### src/rtl/serial_to_parallel_if.sv
// Handshake bundle for serial_to_parallel: serial bit input, word-length select,
// and the ready/valid word output with its overrun flag.
interface serial_to_parallel_if #(
  parameter int max_width = 16,
  parameter int wbits     = 5
);
  logic [wbits-1:0]     width;
  logic                 in_valid;
  logic                 in;
  logic                 out_ready;
  logic [max_width-1:0] data;
  logic                 out_valid;
  logic                 overrun;

  modport master (
    output width, in_valid, in, out_ready,
    input  data, out_valid, overrun
  );

  modport slave (
    input  width, in_valid, in, out_ready,
    output data, out_valid, overrun
  );
endinterface

### src/rtl/serial_to_parallel.sv
// Serial-to-parallel word assembler with a single-entry output register.
// Define SERIAL_TO_PARALLEL_MSB_FIRST_EN to place the first bit at the word MSB.
module serial_to_parallel #(
  parameter int max_width = 16,
  parameter int wbits     = 5
) (
  input logic                 clock,
  input logic                 reset,
  serial_to_parallel_if.slave bus
);
  localparam int CW = $clog2(max_width + 1);

  typedef enum logic {IDLE, SHIFT} state_t;

  state_t               state;
  logic [CW-1:0]        cnt;
  logic [CW-1:0]        eff_w;
  logic [max_width-1:0] shreg;
  logic [max_width-1:0] data_q;
  logic                 out_valid_q;
  logic                 overrun_q;

  logic [CW-1:0]        w_cur;
  logic [CW-1:0]        pos;
  logic                 last;
  logic [max_width-1:0] word_next;

  // Out-of-range word lengths (including zero) fall back to the full width.
  function automatic logic [CW-1:0] clamp_width(input logic [wbits-1:0] w);
    if (w == '0 || int'(w) > max_width) return CW'(max_width);
    return CW'(w);
  endfunction

  // The word length is latched on the first bit; later bits use the latched copy.
  always_comb begin
    w_cur = (state == IDLE) ? clamp_width(bus.width) : eff_w;
`ifdef SERIAL_TO_PARALLEL_MSB_FIRST_EN
    pos = w_cur - cnt - CW'(1);
`else
    pos = cnt;
`endif
    last      = (cnt == w_cur - CW'(1));
    word_next = shreg | (max_width'(bus.in) << pos);
  end

  always_ff @(posedge clock or posedge reset) begin
    if (reset) begin
      state       <= IDLE;
      cnt         <= '0;
      eff_w       <= '0;
      shreg       <= '0;
      data_q      <= '0;
      out_valid_q <= 1'b0;
      overrun_q   <= 1'b0;
    end else begin
      overrun_q <= 1'b0;
      if (out_valid_q && bus.out_ready) out_valid_q <= 1'b0;
      if (bus.in_valid) begin
        if (last) begin
          state <= IDLE;
          cnt   <= '0;
          shreg <= '0;
          // A finished word only lands if the register is empty or draining now.
          if (!out_valid_q || bus.out_ready) begin
            data_q      <= word_next;
            out_valid_q <= 1'b1;
          end else begin
            overrun_q <= 1'b1;
          end
        end else begin
          state <= SHIFT;
          cnt   <= cnt + CW'(1);
          shreg <= word_next;
          eff_w <= w_cur;
        end
      end
    end
  end

  assign bus.data      = data_q;
  assign bus.out_valid = out_valid_q;
  assign bus.overrun   = overrun_q;
endmodule

### src/flat_wrapper.sv
// flat-port wrapper written by rule: the top's interface ports become plain ports
module serial_to_parallel_flat 
#(
  parameter int max_width = 16,
  parameter int wbits     = 5
)
  (clock, reset, bus_width, bus_in_valid, bus_in, bus_out_ready, bus_data, bus_out_valid, bus_overrun);
  serial_to_parallel_if #(.max_width(max_width), .wbits(wbits)) bus_i ();
  input logic clock;
  input logic reset;
  input wire logic [$bits(bus_i.width)-1:0] bus_width;
  input wire logic [$bits(bus_i.in_valid)-1:0] bus_in_valid;
  input wire logic [$bits(bus_i.in)-1:0] bus_in;
  input wire logic [$bits(bus_i.out_ready)-1:0] bus_out_ready;
  output wire logic [$bits(bus_i.data)-1:0] bus_data;
  output wire logic [$bits(bus_i.out_valid)-1:0] bus_out_valid;
  output wire logic [$bits(bus_i.overrun)-1:0] bus_overrun;
  assign bus_i.width = bus_width;
  assign bus_i.in_valid = bus_in_valid;
  assign bus_i.in = bus_in;
  assign bus_i.out_ready = bus_out_ready;
  assign bus_data = bus_i.data;
  assign bus_out_valid = bus_i.out_valid;
  assign bus_overrun = bus_i.overrun;
  serial_to_parallel #(.max_width(max_width), .wbits(wbits)) u_core (.clock(clock), .reset(reset), .bus(bus_i));
endmodule
### config.mk
export PLATFORM = sky130hd
export DESIGN_NAME = serial_to_parallel_flat
export DESIGN_NICKNAME = d
export VERILOG_FILES = /design/src/rtl/serial_to_parallel_if.sv /design/src/rtl/serial_to_parallel.sv /design/src/flat_wrapper.sv
export SDC_FILE = /design/constraint.sdc
export NUM_CORES = 1
export LEC_CHECK = 0
export ABC_AREA = 1
export CORE_ASPECT_RATIO = 0.9
export CORE_MARGIN = 8
export CORE_UTILIZATION = 45
export CTS_CLUSTER_DIAMETER = 60
export DETAILED_ROUTE_END_ITERATION = 12
export GPL_TIMING_DRIVEN = 0
export PLACE_DENSITY = 0.77
export SLEW_MARGIN = 20
export SYNTH_ARGS = -nofsm -noshare
export SYNTH_HDL_FRONTEND = slang
export SYNTH_SLANG_ARGS = --single-unit
### constraint.sdc
create_clock -name clock -period 2.8 [get_ports clock]
set_input_delay 0.28 -clock clock [delete_from_list [all_inputs] [get_ports clock]]
set_output_delay 0.28 -clock clock [all_outputs]
set_load 0.05 [all_outputs]
Word level (Yosys, flattened, before mapping)

Cells that the tools add are included.

Flip-flop bits (word level): 45
Input port bits: 10
Output and inout port bits: 18
Word-level logic and storage cells: 35

$add $sub $neg: 2
Magnitude comparators: 1
Eq/ne operators: 1
Shifts and indexed selects: 1
Muxes and demuxes: 14
Bitwise logic cells: 2
Reduce and logical (&&, ||, !) cells: 7

Operators by type and width:

| kind                | number |
|---|---|
| $mux 5              | 4 |
| $mux 16             | 1 |
| $or 16x16->16       | 1 |
| $shl 1x5->16        | 1 |
| $mux 1              | 9 |
| $add 5x1->5 const B | 1 |
| $eq 5x5->1          | 1 |
| $gt 5x5->1 const B  | 1 |
| $logic_not 5->1     | 1 |
| $sub 5x1->5 const B | 1 |
| $reduce_and 3->1    | 1 |
| $logic_or 1x1->1    | 2 |
| $reduce_and 2->1    | 1 |
| $logic_and 1x1->1   | 1 |
| $logic_not 1->1     | 1 |
| $not 1->1           | 1 |

Longest topological paths before layout

Gate-level depths: netlist (run 1).

Depth after elaboration: 9
Gate-level depth with buffers: 17
Depth with buffers taken out: 17

Least setup slack after synthesis (run 1)

No wires, ideal clock.

Kind: input port to flip-flop
Start point: input port bus_width[1]
End point: register u_core.shreg[0]
Setup time: 0.121 ns
Arrival: 2.602 ns
Required time: 2.679 ns
Slack: 0.077 ns
Cell stages on the path: 16
Buffers on the path: 1
Path through: or4_1 > ha_1 > inv_1 > nand3_1 > nand2_1 > inv_1 > ha_1 > xor2_1 > nand2_1 > nor2_1 > nand2_1 > nor2_4 > nand3_4 > nor2_8 > buf_6 > nor2_1

Longest elaborated chain between the ends: 8
Elaborated cells on any way between the ends: 9
Those cells by class: 1 x add/sub; 1 x order compare; 1 x eq/ne; 4 x mux; 2 x reduce/logical

Ends and longest elaborated chain:

| what                                                 | RTL line                 | text |
|---|---|---|
| from (decl)                                          | flat_wrapper.sv:11       | `input wire logic [$bits(bus_i.width)-1:0] bus_width;` |
| $gt 5x5->1 / $logic_not 5->1 (equally long branches) | serial_to_parallel.sv:30 | `if (w == '0 \|\| int'(w) > max_width) return CW'(max_width);` |
| $logic_or 1x1->1                                     | serial_to_parallel.sv:30 |  |
| $mux 1                                               | serial_to_parallel.sv:30 |  |
| $mux 5 (*)                                           | serial_to_parallel.sv:31 | `return CW'(w);` |
| $mux 5 (*)                                           | serial_to_parallel.sv:36 | `w_cur = (state == IDLE) ? clamp_width(bus.width) : eff_w;` |
| $sub 5x1->5 (*)                                      | serial_to_parallel.sv:42 | `last = (cnt == w_cur - CW'(1));` |
| $eq 5x5->1 (*)                                       | serial_to_parallel.sv:42 |  |
| $mux 16 (*)                                          | serial_to_parallel.sv:59 | `if (last) begin` |
| to (signal assigned)                                 | serial_to_parallel.sv:73 | `shreg <= word_next;` |
| to (decl)                                            | serial_to_parallel.sv:18 | `logic [max_width-1:0] shreg;` |

Every way passes the cells marked *; elsewhere a longest branch is shown, timed or not.
A chain may end at the register's enable or synchronous reset.

Final worst setup path (run 1)

Start point: input port bus_width[3]
End point: register u_core.shreg[4]

The elaborated chain is that of the path after synthesis.

==> results of run 1 <==
## through the flow
stage / std cells / area (um2) / hold slack (ns)
finish: 432 / 2975 / 0.2407
floorplan: 320 / 2402 / 0.4417
detailed placement: 415 / 2776 / 0.4575
global route: 432 / 2975 / 0.2801
global placement: 414 / 2756 / 0.4518
CTS: 431 / 2965 / 0.2439
## layout make-up
type / instances / area share
clock inverter: 2 / 0.005046
inverter: 46 / 0.05803
timing repair buffer: 37 / 0.1190
buffer: 10 / 0.02355
multi-input combinational: 219 / 0.3633
tap: 67 / 0.02817
sequential: 45 / 0.3785
clock buffer: 6 / 0.02439
## state kept, by name, indices dropped and copies added (netlist names)
register,cells
u_core.shreg,16
u_core.cnt,5
u_core.bus.data,16
u_core.bus.overrun,1
u_core.eff_w,5
u_core.state,1
u_core.bus.out_valid,1
## worst reg2reg max path: cells and delay by family (launching register included)
kind	cells	cell delay [ns]
xor+xnor	1	0.13
simple gates	9	0.95
fa+ha+maj	1	0.25
flops	1	0.38
buf+inv	4	0.44
## what timing repair did
item,CTS,global route
buffers inserted,7,1
hold buffers,0,0
gates resized for setup,17,7
pin swaps,8,7
gates cloned,1,0
endpoints found under the setup margin,44,41
## kinds of logic (layout without fill, tap and decap cells)
logic type,Yosys count,after routing,synth area share
AO/OA/AOI/OAI,20,20,0.04636
flip-flops,45,45,0.4687
buffers and inverters,56,101,0.09843
XOR/XNOR,4,4,0.01458
adder cells (fa/ha/maj),3,3,0.01563
AND/OR/NAND/NOR,192,192,0.3563
## final timing paths
kind / slack [ns] / cells past startpoint / to
max: 0.14 / 17 / u_core.shreg[4]
min in group clock: 0.48 / 2 / u_core.bus.data[6]
max in group asynchronous: 2.08 / 3 / u_core.cnt[2]
max reg2reg: 0.55 / 15 / u_core.shreg[4]
min reg2reg: 0.48 / 2 / u_core.bus.data[6]
min: 0.24 / 2 / u_core.bus.data[8]
## cell usage in the layout (no fill, tap or decap)
master and n:
or4_1 1, dlygate4sd2_1 1, nand3_2 2, nor3_1 8
clkinvlp_4 2, ha_1 2, xor2_1 4, clkbuf_1 5
clkbuf_2 2, or2_1 1, nor2_4 3, buf_6 6
nand3_1 32, dfrtp_1 45, o21ai_0 14, a31oi_1 3
nand2_2 8, a21o_1 3, nor2_8 1, buf_4 7
clkdlybuf4s15_1 1, inv_1 41, nand2_1 104, nand3_4 1
clkbuf_8 5, inv_2 4, buf_12 1, buf_2 2
clkinv_1 1, clkdlybuf4s50_1 23, nor2_1 28, nand4_4 1
ha_4 1, nor2_2 2
## power breakdown
group          total, mW  switching [mW]  internal (mW)
logic               1.82            1.20          0.619
clock network      0.402           0.226          0.176
registers           1.06           0.126          0.931
total               3.28            1.55           1.73
## per-layer routing
layer	share of wire	track usage	vias up	routed length (um)
li1	-	-	1074	-
met1	0.43	0.1772	988	2360
met2	0.50	0.2444	54	2703
met3	0.056	0.03175	7	304
met4	0.016	0.06140	0	90
met5	0	0	-	0
==> results.md, run 1 <==
- Critical path's top delay family: simple AND/OR/NAND/NOR gates
- Die Y: 85.32 um
- Multi-input gate area: 1081 um2
- Total chip power: 3.278 mW
- Wire per inst: 12.64 um
- Starting Density: 0.4627
- Via density: 4.914
- Status: complete, no violations
- CORE AREA: 5192 um2
- Hold WC Path Type: input port to async pin
- CP max FO: 5
- Site row count: 25
- Post-synth top cells: nand2_1, dfrtp_1, inv_1
- Total gr overflow: 0
- Setup crit end kind: flip-flop
- # IOs: 28
- Tot GR Track Use: 0.1464
- Endpoints failing setup: 0
- Antenna Nets Post-Route: 0
- Synth Cell Area: 2402 um2
- Max Freq: 376.2 MHz
- Fillers: 512
- Worst vdd ir: 454.8 uV
- CTS tree: done
- Layout Utilization: 0.5730
- Post-route DRC: 0
- DIE AREA: 7936 um2
- Net count after synthesis: 333
- Tcrit/Tclk final: 0.9494
- Skew final: 0.007071 ns
- RR Startpoint: u_core.state
- Synthesis-to-layout area growth: 23.85%
- RSZ-0062 raised after global routing: no
- Slew Limit Fails: 0
- Warnings, synthesis: 0
- Post-synth ARST share: 1.000
- Synth Instances: 320
- Number of global-route vias before repair: 2116
- # H-tree levels: 2
- Drt total wl: 5.459 mm
- PwrDens: 1102 nW/um2
- IO Port Bufs: 27
- Clk_lat worst skew: 0.30 ns
- Avg Cell Area, Syn: 7.507 um2
- Hpwl dp: 3.858 mm
- Setup ws final: 0.1418 ns
- # nets final: 377
- Hold Violations, Final: 0
- Slowest stage delay, CP: 0.48 ns
- Vias: 2123
- EDFF count, synth: 0
- CP cell instances: clkdlybuf4s15_1, or4_1, ha_1, inv_2, nand3_2, nand2_2, inv_2, ha_4, xor2_1, nand2_1, nor2_4, nand2_2, nor2_4, nand3_4, nor2_8, buf_6, nor2_1
- Setup TNS: 0 ns
- Clock buffer depth: 2
- Routability cong.: 0.9220
- Most common cell in the netlist: nand2_1
- Register area: 1126 um2
- Initial antenna violation count: 0
- Ranking of synthesized cells by area: dfrtp_1, nand2_1, inv_1
- Sequential area share after synthesis: 0.4687
- Largest net degree at the start of global routing: 33
- Clock root buffer: clkbuf_8
- Clock Sink Count: 45
- Slowest cell on crit path: or4_1
- First-pass iteration count of the detailed router: 4
- Number of synthesized register bits: 45
- Crit path launch: bus_width[3]
- DIE WIDTH: 93.02 um
- Post-synth top flop: dfrtp_1
- Worst-Margin Slew: 0.5743 ns
- Leak pwr: 1.567 nW
- Worst EP required: 2.99 ns
- Post-synth top area share: 0.4687
- DR iter-0 viols: 121
- Buf/Inv on CP: 4
- Arrival time worst endpoint: 2.85 ns
- WS Path Type: input port to flip-flop
- Worst-path clk slew: 0.09 ns
- Yosys top cell by area: dfrtp_1
- Place WS: -0.6475 ns
- CTS Buf Count: 5
- Max-slew headroom: 0.6157
- Antenna diodes: 0
- Setup crit start kind: input port
- Layout cells sized above 1: 0.1315
- Wire length of the first global-routing pass: 9.563 mm
- Yosys cell types: 25
- Max_cap viols: 0
- Final min period: 2.658 ns
Power figures use the tool's default switching activity.
==> run 2, diff against run 1 <==
Settings changed: SLEW_MARGIN 20 to 0.
==> results of run 2 <==
Same layout as run 1: the final DEF is identical, and so are final timing and power.
==> run 3, diff against run 2 <==
Settings changed: PLACE_DENSITY 0.77 to default, PLACE_DENSITY_LB_ADDON from default to 0.08, TNS_END_PERCENT from default to 20.
==> results.md, run 3 (synthesis results as in run 1) <==
- WS Path Type: input port to flip-flop (unchanged)
- CP max FO: 5 (unchanged)
- Skew final: 0.01354 ns (was 0.007071 ns)
- Max-slew headroom: 0.6593 (was 0.6157)
- Site row count: 25 (unchanged)
- Clk_lat worst skew: 0.30 ns (about the same)
- CORE AREA: 5192 um2 (unchanged)
- Power share of the clock group: 0.154 (was 0.123)
- Hpwl dp: 4.041 mm (was 3.858 mm)
- Total chip power: 3.347 mW (was 3.278 mW)
- # IOs: 28 (unchanged)
- Routability cong.: 0.8574 (was 0.9220)
- Worst-Margin Slew: 0.5094 ns (was 0.5743 ns)
- Antenna diodes: 0 (unchanged)
- Slew Limit Fails: 0 (unchanged)
- Number of global-route vias before repair: 2052 (was 2116)
- CTS tree: done (unchanged)
- Antenna Nets Post-Route: 0 (unchanged)
- Logic pwr share: 0.530 (was 0.555)
- Clock root buffer: clkbuf_8 (unchanged)
- GR Util met3: 0.03527 (was 0.03175)
- Grt met2 use: 0.2444 (unchanged)
- Total gr overflow: 0 (unchanged)
- Most common cell after layout, fill and taps aside: nand2_1 (unchanged)
- Crit path launch: bus_width[3] (unchanged)
- Setup crit start kind: input port (unchanged)
- Multi-input gate area: 1080 um2 (was 1081 um2)
- Via density: 4.777 (was 4.914)
- Status: complete, no violations (unchanged)
- Net Sw Frac: 0.4562 (was 0.4735)
- Setup crit end kind: flip-flop (unchanged)
- Vias: 2059 (was 2123)
- Wire length of the first global-routing pass: 9.963 mm (was 9.563 mm)
- Initial antenna violation count: 0 (unchanged)
- Hold WC Path Type: input port to async pin (unchanged)
- CTS Buf Count: 5 (unchanged)
- Hold Violations, Final: 0 (unchanged)
- IO Port Bufs: 27 (unchanged)
- Worst-path clk slew: 0.09 ns (about the same)
- Tcrit/Tclk final: 0.9600 (was 0.9494)
- PwrDens: 1113 nW/um2 (was 1102 nW/um2)
- Most frequent cells in the layout: nand2_1, dfrtp_1, inv_1 (unchanged)
- Clock buffer depth: 2 (unchanged)
- Layout Utilization: 0.5790 (was 0.5730)
- Synthesis-to-layout area growth: 25.16% (was 23.85%)
- Worst EP required: 2.98 ns (was 2.99 ns)
- # nets final: 376 (was 377)
- Register area: 1126 um2 (unchanged)
- Drt total wl: 5.522 mm (was 5.459 mm)
- Tot GR Track Use: 0.1538 (was 0.1464)
- Layout cells sized above 1: 0.1264 (was 0.1315)
- Met1 Use GR: 0.2074 (was 0.1772)
- Arrival time worst endpoint: 2.86 ns (was 2.85 ns)
- RR Startpoint: u_core.state (unchanged)
- Seq pwr share: 0.316 (was 0.323)
- Die Y: 85.32 um (unchanged)
- Fillers: 519 (was 512)
- Max Freq: 372.0 MHz (was 376.2 MHz)
- Internal power: 1.820 mW (was 1.726 mW)
- Leak pwr: 1.586 nW (was 1.567 nW)
- First-pass iteration count of the detailed router: 5 (was 4)
- Psw: 1.527 mW (was 1.552 mW)
- Starting Density: 0.4627 (unchanged)
- # H-tree levels: 2 (unchanged)
- DIE AREA: 7936 um2 (unchanged)
- Clock Sink Count: 45 (unchanged)
- Max_cap viols: 0 (unchanged)
- Endpoints failing setup: 0 (unchanged)
- Largest net degree at the start of global routing: 28 (was 33)
- Gr busiest metal: met2 (unchanged)
- Final Cell Area: 3007 um2 (was 2975 um2)
- DR iter-0 viols: 110 (was 121)
- DIE WIDTH: 93.02 um (unchanged)
- Wire per inst: 12.81 um (was 12.64 um)
- Post-route DRC: 0 (unchanged)
- Worst vdd ir: 477.0 uV (was 454.8 uV)
- Placed inst area: 2776 um2 (unchanged)
- Final min period: 2.688 ns (was 2.658 ns)
[run 3: changes by cell type in the layout (fill, tap and decap cells not counted), sizes merged]
| cell | previous run | this run |
|---|---|---|
| dlygate4sd2 | 1 | 2 |
| clkbuf | 12 | 10 |
| clkinvlp | 2 | 1 |
| buf | 16 | 15 |
| bufinv | 0 | 1 |
| clkdlybuf4s15 | 1 | 2 |
[run 3: critical path, stage by stage]
cell           delay, ns
dlygate4sd2_1       0.26
or4_4               0.51
ha_4                0.26
inv_4               0.06
nand3_2             0.07
nand2_2             0.08
inv_1               0.05
ha_1                0.27
xor2_1              0.14
nand2_1             0.08
nor2_2              0.12
nand2_2             0.08
nor2_4              0.14
nand3_4             0.14
nor2_8              0.15
buf_6               0.15
nor2_1              0.04
[run 3: per-stage QoR]
step / TNS, ns / std cells / hold WS, ns / setup slack [ns]
finish: 0 / 431 / 0.2963 / 0.1121
detailed placement: -25.68 / 415 / 0.4579 / -0.6859
CTS: 0 / 429 / 0.3098 / 0.03809
floorplan: 0 / 320 / 0.4417 / 0.07738
global route: -0.05431 / 431 / 0.3343 / -0.01660
global placement: -24.04 / 414 / 0.4522 / -0.6456
[run 3: power groups by stage]
stage	clock network, mW	registers (mW)	logic (mW)
2_1_floorplan	0	1.41	0.924
3_3_place_gp	0	1.06	1.67
3_5_place_dp	0	1.07	1.71
4_1_cts	0.530	1.06	1.77
5_1_grt	0.554	1.09	1.98
6_report	0.516	1.06	1.77
[run 3: final cells by class]
cell class | count | area share
flip-flops and latches | 45 | 0.3745
multi-input cells | 219 | 0.3591
repair buffers | 36 | 0.1169
inverters | 46 | 0.05826
well taps | 67 | 0.02788
clock buffers | 6 | 0.02747
plain buffers | 10 | 0.02330
clock inverters | 2 | 0.01248
[run 3: repair_timing]
action	4_1_cts	5_1_grt
gates resized for setup	14	6
buffers inserted	5	2
gates cloned	1	0
setup endpoints to repair	45	37
pin swaps	6	9
hold buffers	0	0
[run 3: path summary, 6_finish.rpt]
kind	to	slack, ns	cells after the start
hold reg to reg	u_core.bus.data[5]	0.47	2
hold / removal	u_core.bus.data[8]	0.30	2
min in group clock	u_core.bus.data[5]	0.47	2
setup / recovery	u_core.shreg[4]	0.11	17
max in group asynchronous	u_core.shreg[4]	2.00	3
setup reg to reg	u_core.shreg[4]	0.57	15
[run 3: per-layer routing]
| layer | vias to the layer above | wire, um |
|---|---|---|
| li1 | 1077 | - |
| met1 | 944 | 2732 |
| met2 | 33 | 2532 |
| met3 | 5 | 215 |
| met4 | 0 | 42 |
| met5 | - | 0 |
